## src/rtl/l2_pkg.sv

```systemverilog
// -----------------------------------------------------------------------------
// l2_pkg
// Shared widths and types for the L2-norm square-root stage.
//   IN_W         radicand (sum-of-squares) width, must be even
//   OUT_W        root width, IN_W/2
//   sqrt_state_t FSM state encoding of the bit-serial square root
//   fifo_entry_t one buffered input sample: overflow tag plus radicand
// -----------------------------------------------------------------------------
package l2_pkg;

    localparam int IN_W  = 10;
    localparam int OUT_W = IN_W / 2;

    typedef enum logic [1:0] {
        IDLE = 2'd0,
        CALC = 2'd1,
        DONE = 2'd2
    } sqrt_state_t;

    typedef struct packed {
        logic            ovf;
        logic [IN_W-1:0] g;
    } fifo_entry_t;

endpackage

```

## src/rtl/l2_sqrt_stage_if.sv

```systemverilog
// -----------------------------------------------------------------------------
// l2_sqrt_stage_if
// Sample/result bundle between the sum-of-squares producer, the square-root
// stage and its consumer.
//   g_in, valid_in, ovf_in   input sample stream (no backpressure)
//   root, rem, ovf_out       result and its overflow tag
//   valid_out                one-cycle result strobe
//   fifo_full, drop          input buffer status; drop is sticky
// master: the environment driving samples; slave: the square-root stage.
// -----------------------------------------------------------------------------
interface l2_sqrt_stage_if;
    import l2_pkg::*;

    logic [IN_W-1:0]  g_in;
    logic             valid_in;
    logic             ovf_in;
    logic [OUT_W-1:0] root;
    logic [OUT_W:0]   rem;
    logic             valid_out;
    logic             ovf_out;
    logic             fifo_full;
    logic             drop;

    modport master (
        output g_in, valid_in, ovf_in,
        input  root, rem, valid_out, ovf_out, fifo_full, drop
    );

    modport slave (
        input  g_in, valid_in, ovf_in,
        output root, rem, valid_out, ovf_out, fifo_full, drop
    );

endinterface

```

## src/rtl/l2_sqrt_stage_fifo.sv

```systemverilog
// -----------------------------------------------------------------------------
// sync_fifo
// Single-clock FIFO with registered full flag.
//   clk, reset   clock and asynchronous active-low reset
//   push, din    write request and data; ignored when full unless popping
//   pop, dout    read request; dout shows the head entry (valid when !empty)
//   full         registered, count == DEPTH
//   empty        count == 0
//   count        current number of entries
// DEPTH must be a power of two so the pointers wrap naturally.
// -----------------------------------------------------------------------------
module sync_fifo #(
    parameter int WIDTH = 8,
    parameter int DEPTH = 4
) (
    input  logic                     clk,
    input  logic                     reset,
    input  logic                     push,
    input  logic                     pop,
    input  logic [WIDTH-1:0]         din,
    output logic [WIDTH-1:0]         dout,
    output logic                     full,
    output logic                     empty,
    output logic [$clog2(DEPTH):0]   count
);

    localparam int PTR_W = (DEPTH > 1) ? $clog2(DEPTH) : 1;
    localparam int CNT_W = $clog2(DEPTH) + 1;

    if ((DEPTH < 2) || ((DEPTH & (DEPTH - 1)) != 0)) begin : g_bad_depth
        $error("sync_fifo: DEPTH must be a power of two and at least 2");
    end

    logic [WIDTH-1:0] mem_q [DEPTH];
    logic [PTR_W-1:0] wr_ptr_q;
    logic [PTR_W-1:0] rd_ptr_q;
    logic [CNT_W-1:0] count_q;
    logic [CNT_W-1:0] count_d;
    logic             full_q;
    logic             wr_en_s;
    logic             rd_en_s;

    // A pop in the same cycle frees a slot, so a push into a full FIFO is still taken.
    assign rd_en_s = pop && (count_q != {CNT_W{1'b0}});
    assign wr_en_s = push && ((count_q != CNT_W'(DEPTH)) || rd_en_s);

    // Occupancy next-state from the accepted push/pop pair.
    always_comb begin
        count_d = count_q;
        case ({wr_en_s, rd_en_s})
            2'b10:   count_d = count_q + CNT_W'(1);
            2'b01:   count_d = count_q - CNT_W'(1);
            default: count_d = count_q;
        endcase
    end

    // Storage, pointers, occupancy and the registered full flag.
    always_ff @(posedge clk or negedge reset) begin
        if (!reset) begin
            for (int i = 0; i < DEPTH; i++) begin
                mem_q[i] <= {WIDTH{1'b0}};
            end
            wr_ptr_q <= {PTR_W{1'b0}};
            rd_ptr_q <= {PTR_W{1'b0}};
            count_q  <= {CNT_W{1'b0}};
            full_q   <= 1'b0;
        end else begin
            if (wr_en_s) begin
                mem_q[wr_ptr_q] <= din;
                wr_ptr_q        <= wr_ptr_q + PTR_W'(1);
            end
            if (rd_en_s) begin
                rd_ptr_q <= rd_ptr_q + PTR_W'(1);
            end
            count_q <= count_d;
            full_q  <= (count_d == CNT_W'(DEPTH));
        end
    end

    assign dout  = mem_q[rd_ptr_q];
    assign full  = full_q;
    assign empty = (count_q == {CNT_W{1'b0}});
    assign count = count_q;

endmodule

```

## src/rtl/l2_sqrt_stage.sv

```systemverilog
// -----------------------------------------------------------------------------
// l2_sqrt_stage
// Integer square root of the sum-of-squares stream: root = floor(sqrt(g)),
// rem = g - root*root, computed by a bit-serial restoring algorithm that
// retires one root bit per cycle. Samples are buffered in a small FIFO since
// the producer cannot be stalled; overflowed samples are counted in a sticky
// drop flag. The upstream overflow bit travels with each sample as a tag.
//   clk, reset   clock and asynchronous active-low reset
//   bus          l2_sqrt_stage_if.slave: sample in, result out, FIFO status
// Latency from the sampling edge to valid_out is OUT_W+1 edges when idle;
// a new result can be produced every OUT_W+2 cycles.
// -----------------------------------------------------------------------------
module l2_sqrt_stage
    import l2_pkg::*;
#(
    parameter int FIFO_DEPTH = 4
) (
    input  logic            clk,
    input  logic            reset,
    l2_sqrt_stage_if.slave  bus
);

    localparam int CNT_W  = (OUT_W > 1) ? $clog2(OUT_W) : 1;
    localparam int R_W    = OUT_W + 2;
    localparam int FCNT_W = $clog2(FIFO_DEPTH) + 1;

    if ((IN_W % 2) != 0) begin : g_odd_in_w
        $error("l2_sqrt_stage: IN_W must be even");
    end

    fifo_entry_t       push_entry_s;
    fifo_entry_t       pop_entry_s;
    logic              pop_s;
    logic              fifo_empty_s;
    logic              fifo_full_s;
    logic [FCNT_W-1:0] fifo_count_s;

    sqrt_state_t       state_q, state_d;
    logic [IN_W-1:0]   a_q, a_d;
    logic [R_W-1:0]    r_q, r_d;
    logic [OUT_W-1:0]  q_q, q_d;
    logic [CNT_W-1:0]  cnt_q, cnt_d;
    logic              tag_q, tag_d;
    logic [OUT_W-1:0]  root_q, root_d;
    logic [OUT_W:0]    rem_q, rem_d;
    logic              ovf_out_q, ovf_out_d;
    logic              valid_q, valid_d;
    logic              drop_q, drop_d;

    logic [R_W-1:0]    r_shift_s;
    logic [R_W-1:0]    t_s;
    logic [R_W-1:0]    r_next_s;
    logic [OUT_W-1:0]  q_next_s;

    assign push_entry_s = {bus.ovf_in, bus.g_in};

    sync_fifo #(
        .WIDTH ($bits(fifo_entry_t)),
        .DEPTH (FIFO_DEPTH)
    ) u_fifo (
        .clk   (clk),
        .reset (reset),
        .push  (bus.valid_in),
        .pop   (pop_s),
        .din   (push_entry_s),
        .dout  (pop_entry_s),
        .full  (fifo_full_s),
        .empty (fifo_empty_s),
        .count (fifo_count_s)
    );

    // One restoring iteration: bring in the next radicand bit pair, trial-subtract 4q+1.
    // The remainder never exceeds 2q, so the dropped top bits of r_q<<2 are always zero.
    always_comb begin
        r_shift_s = (r_q << 2) | R_W'(a_q[IN_W-1 -: 2]);
        t_s       = {q_q, 2'b01};
        if (r_shift_s >= t_s) begin
            r_next_s = r_shift_s - t_s;
            q_next_s = (q_q << 1) | OUT_W'(1);
        end else begin
            r_next_s = r_shift_s;
            q_next_s = q_q << 1;
        end
    end

    // Control FSM, result capture and sticky drop detection.
    always_comb begin
        state_d   = state_q;
        a_d       = a_q;
        r_d       = r_q;
        q_d       = q_q;
        cnt_d     = cnt_q;
        tag_d     = tag_q;
        root_d    = root_q;
        rem_d     = rem_q;
        ovf_out_d = ovf_out_q;
        valid_d   = 1'b0;
        pop_s     = 1'b0;
        case (state_q)
            IDLE: begin
                if (!fifo_empty_s) begin
                    pop_s   = 1'b1;
                    a_d     = pop_entry_s.g;
                    tag_d   = pop_entry_s.ovf;
                    r_d     = {R_W{1'b0}};
                    q_d     = {OUT_W{1'b0}};
                    cnt_d   = CNT_W'(OUT_W - 1);
                    state_d = CALC;
                end else begin
                    state_d = IDLE;
                end
            end
            CALC: begin
                a_d = a_q << 2;
                r_d = r_next_s;
                q_d = q_next_s;
                // The result is registered on the last iteration so valid_out
                // is high exactly while the FSM sits in DONE.
                if (cnt_q == {CNT_W{1'b0}}) begin
                    root_d    = q_next_s;
                    rem_d     = r_next_s[OUT_W:0];
                    ovf_out_d = tag_q;
                    valid_d   = 1'b1;
                    state_d   = DONE;
                end else begin
                    cnt_d   = cnt_q - CNT_W'(1);
                    state_d = CALC;
                end
            end
            DONE: begin
                state_d = IDLE;
            end
            default: begin
                state_d = IDLE;
            end
        endcase
        // Same acceptance rule as the FIFO: a full FIFO still takes a sample
        // when the FSM pops in that cycle.
        drop_d = drop_q | (bus.valid_in & (fifo_count_s == FCNT_W'(FIFO_DEPTH)) & ~pop_s);
    end

    // State, datapath and output registers.
    always_ff @(posedge clk or negedge reset) begin
        if (!reset) begin
            state_q   <= IDLE;
            a_q       <= {IN_W{1'b0}};
            r_q       <= {R_W{1'b0}};
            q_q       <= {OUT_W{1'b0}};
            cnt_q     <= {CNT_W{1'b0}};
            tag_q     <= 1'b0;
            root_q    <= {OUT_W{1'b0}};
            rem_q     <= {(OUT_W+1){1'b0}};
            ovf_out_q <= 1'b0;
            valid_q   <= 1'b0;
            drop_q    <= 1'b0;
        end else begin
            state_q   <= state_d;
            a_q       <= a_d;
            r_q       <= r_d;
            q_q       <= q_d;
            cnt_q     <= cnt_d;
            tag_q     <= tag_d;
            root_q    <= root_d;
            rem_q     <= rem_d;
            ovf_out_q <= ovf_out_d;
            valid_q   <= valid_d;
            drop_q    <= drop_d;
        end
    end

    assign bus.root      = root_q;
    assign bus.rem       = rem_q;
    assign bus.ovf_out   = ovf_out_q;
    assign bus.valid_out = valid_q;
    assign bus.fifo_full = fifo_full_s;
    assign bus.drop      = drop_q;

endmodule

```

## src/flat_wrapper.sv

```systemverilog
// flat-port wrapper written by rule: the top's interface ports become plain ports
module l2_sqrt_stage_flat import l2_pkg::*;
#(
    parameter int FIFO_DEPTH = 4
)
  (clk, reset, bus_g_in, bus_valid_in, bus_ovf_in, bus_root, bus_rem, bus_valid_out, bus_ovf_out, bus_fifo_full, bus_drop);
  l2_sqrt_stage_if bus_i ();
  input  logic clk;
  input  logic reset;
  input wire logic [$bits(bus_i.g_in)-1:0] bus_g_in;
  input wire logic [$bits(bus_i.valid_in)-1:0] bus_valid_in;
  input wire logic [$bits(bus_i.ovf_in)-1:0] bus_ovf_in;
  output wire logic [$bits(bus_i.root)-1:0] bus_root;
  output wire logic [$bits(bus_i.rem)-1:0] bus_rem;
  output wire logic [$bits(bus_i.valid_out)-1:0] bus_valid_out;
  output wire logic [$bits(bus_i.ovf_out)-1:0] bus_ovf_out;
  output wire logic [$bits(bus_i.fifo_full)-1:0] bus_fifo_full;
  output wire logic [$bits(bus_i.drop)-1:0] bus_drop;
  assign bus_i.g_in = bus_g_in;
  assign bus_i.valid_in = bus_valid_in;
  assign bus_i.ovf_in = bus_ovf_in;
  assign bus_root = bus_i.root;
  assign bus_rem = bus_i.rem;
  assign bus_valid_out = bus_i.valid_out;
  assign bus_ovf_out = bus_i.ovf_out;
  assign bus_fifo_full = bus_i.fifo_full;
  assign bus_drop = bus_i.drop;
  l2_sqrt_stage #(.FIFO_DEPTH(FIFO_DEPTH)) u_core (.clk(clk), .reset(reset), .bus(bus_i));
endmodule
```

## config.mk

```make
export PLATFORM = sky130hd
export DESIGN_NAME = l2_sqrt_stage_flat
export DESIGN_NICKNAME = d
export VERILOG_FILES = /design/src/rtl/l2_pkg.sv /design/src/rtl/l2_sqrt_stage_if.sv /design/src/rtl/l2_sqrt_stage_fifo.sv /design/src/rtl/l2_sqrt_stage.sv /design/src/flat_wrapper.sv
export SDC_FILE = /design/constraint.sdc
export NUM_CORES = 1
export LEC_CHECK = 0
export ABC_AREA = 1
export BUFFER_PORTS_ARGS = -buffer_cell sky130_fd_sc_hd__buf_2
export CORE_MARGIN = 2
export CORE_UTILIZATION = 43
export DETAILED_ROUTE_END_ITERATION = 8
export SLEW_MARGIN = 25
export SYNTH_ARGS = -nofsm -noshare
export SYNTH_HDL_FRONTEND = slang
export SYNTH_SLANG_ARGS = --single-unit
```

## constraint.sdc

```tcl
create_clock -name clk -period 3.4 [get_ports clk]
set_input_delay 0.17 -clock clk [delete_from_list [all_inputs] [get_ports clk]]
set_output_delay 0.17 -clock clk [all_outputs]
set_load 0.005 [all_outputs]
```

==> metrics.md, run 1 <==
| Metric | Value |
|---|---|
| Period minus WS final | 1.956 ns |
| Pre-antenna DRT Iters | 5 |
| Final setup vio count | 0 |
| RD Place Congestion | 0.8286 |
| Chip height | 105.8 µm |
| Avg Cell Area, Syn | 8.904 µm² |
| Ys Warns | 0 |
| FF-to-FF path depth | 11 |
| Synth area leader | dfrtp_1 |
| # port buffers | 28 |
| Synthesis-to-layout area growth | 8.516% |
| Share of cells above drive strength 1 | 0.1758 |
| CTS tree | built |
| Area fraction in compound gates after synthesis | 0.1625 |
| Sw power | 0.002253 W |
| Final Routed Wirelength | 8.749 mm |
| EDFF count, synth | 0 |
| Xor/xnor cell area share of the yosys netlist | 0.009837 |
| Worst slew margin | 0.5368 |
| Delay-heaviest family, CP | simple AND/OR/NAND/NOR gates |
| # clock sinks | 92 |
| #FFs+latches synth | 92 |
| Crit-path most repeated cell | nand2_1 |
| Die area | 11180 µm² |
| Inserted Clock Buffers | 9 |
| Crit path launch type | flop |
| Combinational Power Share | 0.482 |
| Top cell type's share of synthesized area | 0.5171 |
| CP required | 3.66 ns |
| Synth Flop Type | dfrtp_1 |
| DR vias | 3326 |
| Max Fclk | 511.3 MHz |
| Initial core utilization | 0.4371 |
| Post-Syn Area | 4452 µm² |
| Drt drc | 0 |
| Share of synthesized cell area in and, or, nand and nor gates | 0.1824 |
| Hold WS | 0.1000 ns |
| Main combinational cell family by area after synthesis | simple AND/OR/NAND/NOR gates |
| DRT iter0 DRCs | 149 |
| WHS Path Cells | 3 |
| Leak | 2.404 nW |
| Clk root buf | clkbuf_8 |
| Cell variety after synth | 29 |
| Clk_skew | 0.008422 ns |
| Critical path depth | 11 |
| R2R setup slack | 1.44 ns |
| Reg2reg start | u_core.state_q[0]$_DFF_PN0_ |
| Inserted Diodes | 0 |
| Syn_nets | 528 |
| R2R Path End | u_core.u_fifo.full$_DFF_PN0_ |
| Worst Path Max Fanout | 11 |
| Worst slew pin tran | 0.6940 ns |
| Synth Area in Adders | 0.04103 |
| Final setup TNS | 0 ns |
| Sw frac | 0.4457 |
| Final Max Tran Viols | 0 |
| PwrDens | 1047 nW/µm² |
| Clock transition at path regs | 0.09 ns |
| Final setup margin | 1.444 ns |
| FP Rows | 37 |
| Final net count | 552 |
| Largest net degree at the start of global routing | 36 |
| Largest stage delay on the critical path | 0.53 ns |
| Final worst path period share | 0.5753 |
| Commonest cells in the netlist | nand2_1 (99), dfrtp_1 (92), inv_1 (56) |
| Worst path cell trace | nor2_2 > nand3_1 > fa_1 > inv_1 > nand2_1 > nand2_1 > nand2_1 > nand2_1 > nand2_1 > inv_2 > nor2_1 |
| Count of antenna-violating nets left after detailed routing | 0 |
| Seq pwr share | 0.381 |
| Worst Path Arrival | 2.21 ns |
| Synth Instances | 500 |
| Clock power share | 0.137 |
| CORE AREA | 10180 µm² |
| CP startpoint | u_core.state_q[0]$_DFF_PN0_ |
| IO Pins | 29 |
| CTS max path bufs | 2 |
| Total power | 0.005056 W |
| Die X-Extent | 105.8 µm |
| Total of max-cap violations | 0 |
| Vias per cell | 5.002 |
| Wire per inst | 13.16 µm |
| CP Buf/Inv Count | 2 |
| Post-synthesis mux area share | 0 |
| Place WS | 1.433 ns |
| Clock Latency Late Sink | 0.36 ns |
| Main area contributors after synthesis | dfrtp_1 (52%), nand2_1 (8.3%), o21ai_1 (4.8%) |
| Min-Delay Path Class | primary input to flop |
| DP HPWL | 5.854 mm |
| Setup crit end | u_core.u_fifo.full$_DFF_PN0_ |
| Status | complete, no violations |
| FFs w/ async S/R, synth | 1.000 |
| # H-tree levels | 3 |
| Crit-path slowest cell | dfrtp_1 |
| Final Hold Fails | 0 |
| Crit end category | flop |
| CP Class | flop to flop |
| Layout fillers | 1037 |
| First-pass GRT wire length | 15.16 mm |
| Initial antenna violation count | 0 |
| Most common cell in the netlist | nand2_1 |
| Pint | 0.002803 W |
| Sequential fraction of the synthesis area | 0.5171 |
| Number of global-route vias before repair | 3158 |
| Peak supply drop | 0.4369 mV |
| GRT Residual Overflow | 0 |
| RSZ-0062 raised after global routing | false |
| Global Route Usage Sum | 0.1690 |
[sequential cells by signal, indices dropped and copies added (netlist names)]
signal	count
u_core.a_q	10
u_core.bus.drop	1
u_core.bus.ovf_out	1
u_core.bus.rem	6
u_core.bus.root	5
u_core.bus.valid_out	1
u_core.cnt_q	3
u_core.q_q	5
u_core.r_q	5
u_core.state_q	2
u_core.tag_q	1
u_core.u_fifo.count	3
u_core.u_fifo.full	1
u_core.u_fifo.mem_q	44
u_core.u_fifo.rd_ptr_q	2
u_core.u_fifo.wr_ptr_q	2
[metal layers]
metal / global-route usage / up-vias / share of wire / wire, µm
li1: - / 1675 / - / -
met1: 0.2324 / 1572 / 0.48 / 4219
met2: 0.2719 / 69 / 0.46 / 4059
met3: 0.03463 / 10 / 0.043 / 379
met4: 0.04793 / 0 / 0.010 / 91
met5: 0 / - / 0 / 0
[through the flow]
step	util	area (µm²)	std cells
2_1_floorplan	-	4452	500
3_3_place_gp	0.4554	4638	648
3_5_place_dp	0.4554	4638	648
4_1_cts	0.4743	4831	665
5_1_grt	0.4743	4831	665
6_report	0.4743	4831	665
[cell type report]
type                    instances  area [µm²]  area share
inverters                      63       239.0     0.04947
clock inverters                 6       45.04    0.009324
flip-flops and latches         92        2302      0.4766
repair buffers                 32       175.2     0.03626
multi-input cells             326        1762      0.3647
clock buffers                  10       137.6     0.02849
well taps                     136       170.2     0.03522
[worst min-delay path, cell delays in order]
cell	delay, ns
buf_2	0.07
inv_1	0.06
o21ai_2	0.12
[worst min path at each step]
stage | startpoint | endpoint | slack (ns)
2_1_floorplan | reset | u_core.a_q[0]$_DFFE_PN0P_ | -0.13
4_1_cts | bus_g_in[1] | u_core.u_fifo.mem_q[12]$_DFFE_PN0P_ | 0.09
5_1_grt | bus_g_in[9] | u_core.u_fifo.mem_q[20]$_DFFE_PN0P_ | 0.11
6_report | bus_g_in[7] | u_core.u_fifo.mem_q[18]$_DFFE_PN0P_ | 0.10
3_3_place_gp | reset | u_core.u_fifo.full$_DFF_PN0_ | 0.14
3_5_place_dp | reset | u_core.bus.root[1]$_DFFE_PN0P_ | 0.14
[timing repair]
action | in CTS | in global routing
endpoints found under the hold margin | 30 | 0
hold buffers | 1 | 0
resized for setup | 0 | 0
buffers inserted | 0 | 0
[cell families after synthesis]
family          Yosys count
flops                    92
buf+inv                  82
fa+ha+maj                14
compound gates          127
xor+xnor                  5
simple gates            180
[power by group through the flow]
stage	Combinational (W)	Clock (W)	Sequential (W)
floorplan	0.00199	0	0.00186
global route	0.00285	0.000758	0.00199
finish	0.00244	0.000693	0.00193
detailed placement	0.00244	0	0.00194
CTS	0.00245	0.000718	0.00192
global placement	0.00240	0	0.00193
[cells in the final DEF (no fill, tap or decap), drive strengths merged]
cell type / netlist / final
o21ai: 98 / 98
o22ai: 17 / 17
o21bai: 1 / 1
nand3: 22 / 22
nor3: 2 / 2
xnor2: 1 / 1
dfrtp: 92 / 92
inv: 63 / 66
a21oi: 11 / 11
clkbuf: 7 / 10
dlygate4sd3: 0 / 1
nand2: 116 / 116
buf: 12 / 31
clkinv: 0 / 3
xor2: 4 / 4
nand4: 9 / 9
nor2: 31 / 31
fa: 1 / 1
ha: 13 / 13
Power figures use the tool's default switching activity.
==> run 2: changes to the inputs <==
==> constraint.sdc (replaced) <==
create_clock -name clk -period 1.7 [get_ports clk]
set_input_delay 0.085 -clock clk [delete_from_list [all_inputs] [get_ports clk]]
set_output_delay 0.085 -clock clk [all_outputs]
set_load 0.005 [all_outputs]
==> run 2 against run 1 <==
Total power increased by 120%; sequential share of layout area decreased by 3.7 points; core utilization increased by 4.0 points; clock power increased by 120%; global-route usage increased by 0.85 points; clock skew increased by 0.0027 ns; clock-buffer cell count unchanged; combinational power increased by 140%; final cell count increased by 3.8%; maximum frequency increased by 22%; setup slack got worse by 1.4 ns; highest routed layer unchanged.
==> metrics.md, run 2 (synthesis results as in run 1) <==
| Metric | Value |
|---|---|
| Status | complete, no violations |
| Total of max-cap violations | 0 |
| Synthesis-to-layout area growth | 17.62% |
| Share of cells above drive strength 1 | 0.2383 |
| Non-filler instance count after layout | 690 |
| Period minus WS final | 1.607 ns |
| CP Class | flop to flop |
| Largest net degree at the start of global routing | 36 |
| Total power | 0.01120 W |
| CTS max path bufs | 2 |
| Clk root buf | clkbuf_8 |
| Final Max Tran Viols | 0 |
| WHS Path Cells | 3 |
| Max Fclk | 622.3 MHz |
| Inserted Diodes | 0 |
| Hold wc startpoint | bus_g_in[6] |
| Vias per cell | 5.006 |
| Worst slew margin | 0.7042 |
| Final worst path period share | 0.9453 |
| DRT iter0 DRCs | 188 |
| Most frequent cells in the layout | nand2_1 (95), dfrtp_1 (92), inv_1 (53) |
| R2R Path End | u_core.r_q[4]$_DFFE_PN0P_ |
| Final Util | 0.5141 |
| PwrDens | 2140 nW/µm² |
| Worst Path Max Fanout | 4 |
| Chip height | 105.8 µm |
| Min-Delay Path Class | primary input to flop |
| RSZ-0062 raised after global routing | true |
| # clock sinks | 92 |
| Commonest non-fill, non-tap cell in the layout | nand2_1 |
| Count of antenna-violating nets left after detailed routing | 0 |
| DP HPWL | 6.282 mm |
| Number of global-route vias before repair | 3382 |
| Inserted Clock Buffers | 9 |
| Die area | 11180 µm² |
| GRT Residual Overflow | 0 |
| Clock Latency Late Sink | 0.36 ns |
| Most flops, register | u_core.u_fifo.mem_q |
| DR vias | 3454 |
| Hold Path End | u_core.u_fifo.mem_q[17]$_DFFE_PN0P_ |
| CTS tree | built |
| Drt drc | 0 |
| CP required | 1.95 ns |
| Final setup vio count | 0 |
| Final Routed Wirelength | 9.406 mm |
| Max FFs per register | 44 |
| Leak | 2.569 nW |
| FF-to-FF path depth | 9 |
| # port buffers | 28 |
| Initial core utilization | 0.4371 |
| Wire per inst | 13.63 µm |
| First-pass GRT wire length | 15.95 mm |
| Clock transition at path regs | 0.09 ns |
| Worst Path Arrival | 1.86 ns |
| Place WS | 0.005775 ns |
| Die X-Extent | 105.8 µm |
| Final Hold Fails | 0 |
| Pre-antenna DRT Iters | 4 |
| Global Route Usage Sum | 0.1775 |
| Peak supply drop | 0.8521 mV |
| Crit path launch type | flop |
| Crit end category | flop |
| Worst slew pin tran | 0.4436 ns |
| Clk_skew | 0.01115 ns |
| Final setup margin | 0.09305 ns |
| IO Pins | 29 |
| CORE AREA | 10180 µm² |
| Initial antenna violation count | 0 |
| Placed instance count | 669 |
| Final net count | 577 |
| R2R setup slack | 0.09 ns |
| FP Rows | 37 |
| RD Place Congestion | 0.8795 |
| # H-tree levels | 3 |
| Reg2reg start | u_core.q_q[2]$_DFFE_PN0P_ |
-- run 2: routing by layer --
| layer | vias up | track usage | part of all wire |
|---|---|---|---|
| met2 | 65 | 0.2876 | 0.48 |
| met4 | 0 | 0.06203 | 0.019 |
| met1 | 1645 | 0.2393 | 0.46 |
| li1 | 1730 | - | - |
| met5 | - | 0 | 0 |
| met3 | 14 | 0.03340 | 0.040 |
-- run 2: per-stage QoR --
| step | hold WS, ns | area [µm²] | TNS, ns |
|---|---|---|---|
| finish | 0.02070 | 5236 | 0 |
| global route | 0.03769 | 5236 | -0.2040 |
| CTS | 0.004774 | 5105 | 0 |
| detailed placement | 0.06349 | 4871 | 0 |
| global placement | 0.05685 | 4871 | 0 |
| floorplan | -0.2106 | 4452 | 0 |
-- run 2: area by class of cell --
type                    count  area (µm²)
inverters                  63       240.2
clock inverters             6       63.81
fillers                   962        4949
well taps                 136       170.2
flip-flops and latches     92        2302
multi-input cells         326        1876
clock buffers              10       137.6
repair buffers             57       446.7
-- run 2: power by group --
group	internal (W)	leakage, nW	switching [W]
registers	0.00322	1.15	0.000583
clock network	0.000717	0.0983	0.000768
logic	0.00245	1.32	0.00346
total	0.00639	2.57	0.00481
-- run 2: what timing repair did --
action	4_1_cts	5_1_grt
setup endpoints to repair	7	28
endpoints found under the hold margin	31	0
pin swaps	0	4
setup buffers	0	2
gates resized for setup	1	21
hold buffers	3	0
-- run 2: worst max path at each step --
stage / start / end / depth (start not counted)
6_report: u_core.q_q[2]$_DFFE_PN0P_ / u_core.r_q[4]$_DFFE_PN0P_ / 9
5_1_grt: u_core.q_q[0]$_DFFE_PN0P_ / u_core.r_q[0]$_DFFE_PN0P_ / 9
4_1_cts: u_core.u_fifo.count[0]$_DFF_PN0_ / u_core.u_fifo.full$_DFF_PN0_ / 11
3_5_place_dp: u_core.q_q[0]$_DFFE_PN0P_ / u_core.bus.rem[2]$_DFFE_PN0P_ / 9
3_3_place_gp: u_core.q_q[0]$_DFFE_PN0P_ / u_core.bus.rem[2]$_DFFE_PN0P_ / 9
2_1_floorplan: u_core.state_q[0]$_DFF_PN0_ / u_core.u_fifo.full$_DFF_PN0_ / 11
-- run 2: critical path, stage by stage (launching register included) --
cell and delay [ns]:
dfrtp_1 0.38, inv_2 0.08, ha_4 0.22, nand2_1 0.09
nand2_2 0.08, a21oi_4 0.23, buf_4 0.14, nand4_1 0.12
nand3_1 0.11, nand2_1 0.05
==> run 3: changes to the inputs <==
==> constraint.sdc (replaced) <==
create_clock -name clk -period 1.3 [get_ports clk]
set_input_delay 0.065 -clock clk [delete_from_list [all_inputs] [get_ports clk]]
set_output_delay 0.065 -clock clk [all_outputs]
set_load 0.005 [all_outputs]
==> run 3 against run 2 <==
Register-to-register slack worse by 0.45 ns; critical endpoint unchanged; total power grew 77%; largest cell class is now multi-input combinational cells; sequential power rose by 37%; the run now ends with setup timing left; critical path type unchanged; combinational power grew 120%; flip-flop and latch count unchanged; maximum frequency is 2.7% lower; clock skew shrank 0.0011 ns; routed wire length is 39% higher.
==> metrics.md, run 3 (synthesis results as in run 1) <==
| Metric | Value |
|---|---|
| Peak supply drop | 1.331 mV |
| Initial antenna violation count | 0 |
| Worst path cell trace | ha_4 > nand2_4 > nor2_4 > nand4_1 > buf_4 > nand4_1 > nand3_2 > nand2_1 |
| Final Hold Fails | 0 |
| Count of antenna-violating nets left after detailed routing | 0 |
| Total of max-cap violations | 0 |
| # H-tree levels | 3 |
| Combinational Power Share | 0.643 |
| IO Pins | 29 |
| Clk root buf | clkbuf_8 |
| Vias per cell | 5.332 |
| M3 GR Usage | 0.03340 |
| RD Place Congestion | 0.8500 |
| Commonest non-fill, non-tap cell in the layout | dfrtp_1 |
| DRT iter0 DRCs | 215 |
| Sw power | 0.009070 W |
| Grt peak-use layer | met2 |
| # clock sinks | 92 |
| Final setup TNS | -17.04 ns |
| Chip height | 105.8 µm |
| Period minus WS final | 1.652 ns |
| Grt met2 use | 0.3995 |
| Wire per inst | 17.26 µm |
| DR vias | 4042 |
| Place WS | -0.3185 ns |
| Worst Path Max Fanout | 6 |
| Layout fillers | 807 |
| Final worst path period share | 1.271 |
| Initial core utilization | 0.4371 |
| Final Max Tran Viols | 0 |
| Leak | 3.051 nW |
| Worst Path Arrival | 1.96 ns |
| DP HPWL | 6.907 mm |
| First-pass GRT wire length | 19.38 mm |
| Hold WS | 0.02176 ns |
| CP required | 1.61 ns |
| CP Buf/Inv Count | 1 |
| Most frequent cells in the layout | dfrtp_1 (91), buf_4 (50), inv_1 (45) |
| Clk_skew | 0.01008 ns |
| Crit-path slowest cell | dfrtp_1 |
| CTS max path bufs | 2 |
| CORE AREA | 10180 µm² |
| Clock power share | 0.094 |
| Worst slew margin | 0.6932 |
| Crit-path most repeated cell | nand4_1 |
| Crit end category | flop |
| Worst slew pin tran | 0.4601 ns |
| Largest stage delay on the critical path | 0.43 ns |
| Final setup margin | -0.3523 ns |
| FP Rows | 37 |
| CTS tree | built |
| Synthesis-to-layout area growth | 51.15% |
| Inserted Diodes | 0 |
| Largest net degree at the start of global routing | 39 |
| CP Class | flop to flop |
| Met1 Use GR | 0.2677 |
| Seq pwr share | 0.263 |
| Number of global-route vias before repair | 3958 |
| Final Routed Wirelength | 13.09 mm |
| Clock transition at path regs | 0.09 ns |
| Sw frac | 0.4569 |
| Inserted Clock Buffers | 9 |
| PwrDens | 2950 nW/µm² |
| Failing checks | setup timing |
| Pint | 0.01078 W |
| RSZ-0062 raised after global routing | true |
| Global Route Usage Sum | 0.2200 |
| Crit path launch type | flop |
| Max Fclk | 605.2 MHz |
| Clock Latency Late Sink | 0.37 ns |
| Min-Delay Path Class | primary input to flop |
| Die area | 11180 µm² |
| Final Util | 0.6607 |
| Die X-Extent | 105.8 µm |
| Drt drc | 0 |
| Share of cells above drive strength 1 | 0.5096 |
| Pre-antenna DRT Iters | 4 |
| GRT Residual Overflow | 0 |
| Status | finished, violations left |
| Delay-heaviest family, CP | simple AND/OR/NAND/NOR gates |
| Final setup vio count | 81 |
| Final net count | 645 |
| Most flops, register | u_core.u_fifo.mem_q |
| # port buffers | 28 |
| Max FFs per register | 44 |
[run 3: cell types whose count changed in the layout (fill, tap and decap cells not counted), sizes merged]
cell	delta
buf	+50
bufinv	-1
clkbuf	+2
clkinv	-2
clkinvlp	+1
dlygate4sd3	+5
inv	+1
nand2	+12
[run 3: worst register-to-register path, cell delays in order (launching register included)]
cell and delay (ns):
dfrtp_1 0.43, ha_4 0.32, nand2_4 0.07, nor2_4 0.07
nand4_1 0.19, buf_4 0.22, nand4_1 0.14, nand3_2 0.09
nand2_1 0.06
[run 3: stage by stage]
stage | instance area, µm² | power (W) | std cells
after floorplan | 4563 | 0.01045 | 500
after global routing | 6729 | 0.02132 | 758
after global placement | 5175 | 0.01303 | 696
after CTS | 5839 | 0.01650 | 739
final | 6729 | 0.01985 | 758
after detailed placement | 5175 | 0.01332 | 696
[run 3: final timing paths]
kind / cells past startpoint / start / slack [ns] / to
max in group asynchronous: 3 / reset / 0.65 / u_core.a_q[1]$_DFFE_PN0P_
min in group asynchronous: 2 / reset / 0.13 / u_core.u_fifo.count[0]$_DFF_PN0_
setup / recovery: 8 / u_core.r_q[1]$_DFFE_PN0P_ / -0.35 / u_core.r_q[4]$_DFFE_PN0P_
hold reg to reg: 2 / u_core.bus.rem[2]$_DFFE_PN0P_ / 0.48 / u_core.bus.rem[2]$_DFFE_PN0P_
hold / removal: 3 / bus_g_in[1] / 0.02 / u_core.u_fifo.mem_q[34]$_DFFE_PN0P_
setup reg to reg: 8 / u_core.r_q[1]$_DFFE_PN0P_ / -0.35 / u_core.r_q[4]$_DFFE_PN0P_
[run 3: area by class of cell]
cell class	instances	area, µm²	share of cell area
Multi-Input combinational cell	338	2765	0.4109
Sequential cell	92	2303	0.3423
Timing Repair Buffer	112	1016	0.1510
Inverter	63	275.3	0.04091
Tap cell	136	170.2	0.02529
Clock buffer	12	155.1	0.02306
Clock inverter	4	32.53	0.004835
Timing Repair inverter	1	11.26	0.001673
[run 3: power groups by stage]
| stage | Sequential [W] | Clock [W] | Combinational (W) |
|---|---|---|---|
| detailed placement | 0.00504 | 0 | 0.00828 |
| finish | 0.00522 | 0.00187 | 0.0128 |
| floorplan | 0.00491 | 0 | 0.00554 |
| global placement | 0.00498 | 0 | 0.00804 |
| global route | 0.00537 | 0.00201 | 0.0139 |
| CTS | 0.00501 | 0.00192 | 0.00957 |
[run 3: repair_timing]
item                       in CTS  in global routing
pin swaps                      29                 29
hold buffers                    8                  0
cloned                          5                  8
hold endpoints to repair      105                  0
setup buffers                  14                 13
resized for setup              47                185
setup endpoints to repair      83                 89
[run 3: metal layers]
layer | vias to the layer above | share of wire
met3 | 33 | 0.041
met4 | 0 | 0.031
met1 | 1979 | 0.39
li1 | 1904 | -
met5 | - | 0
met2 | 126 | 0.54
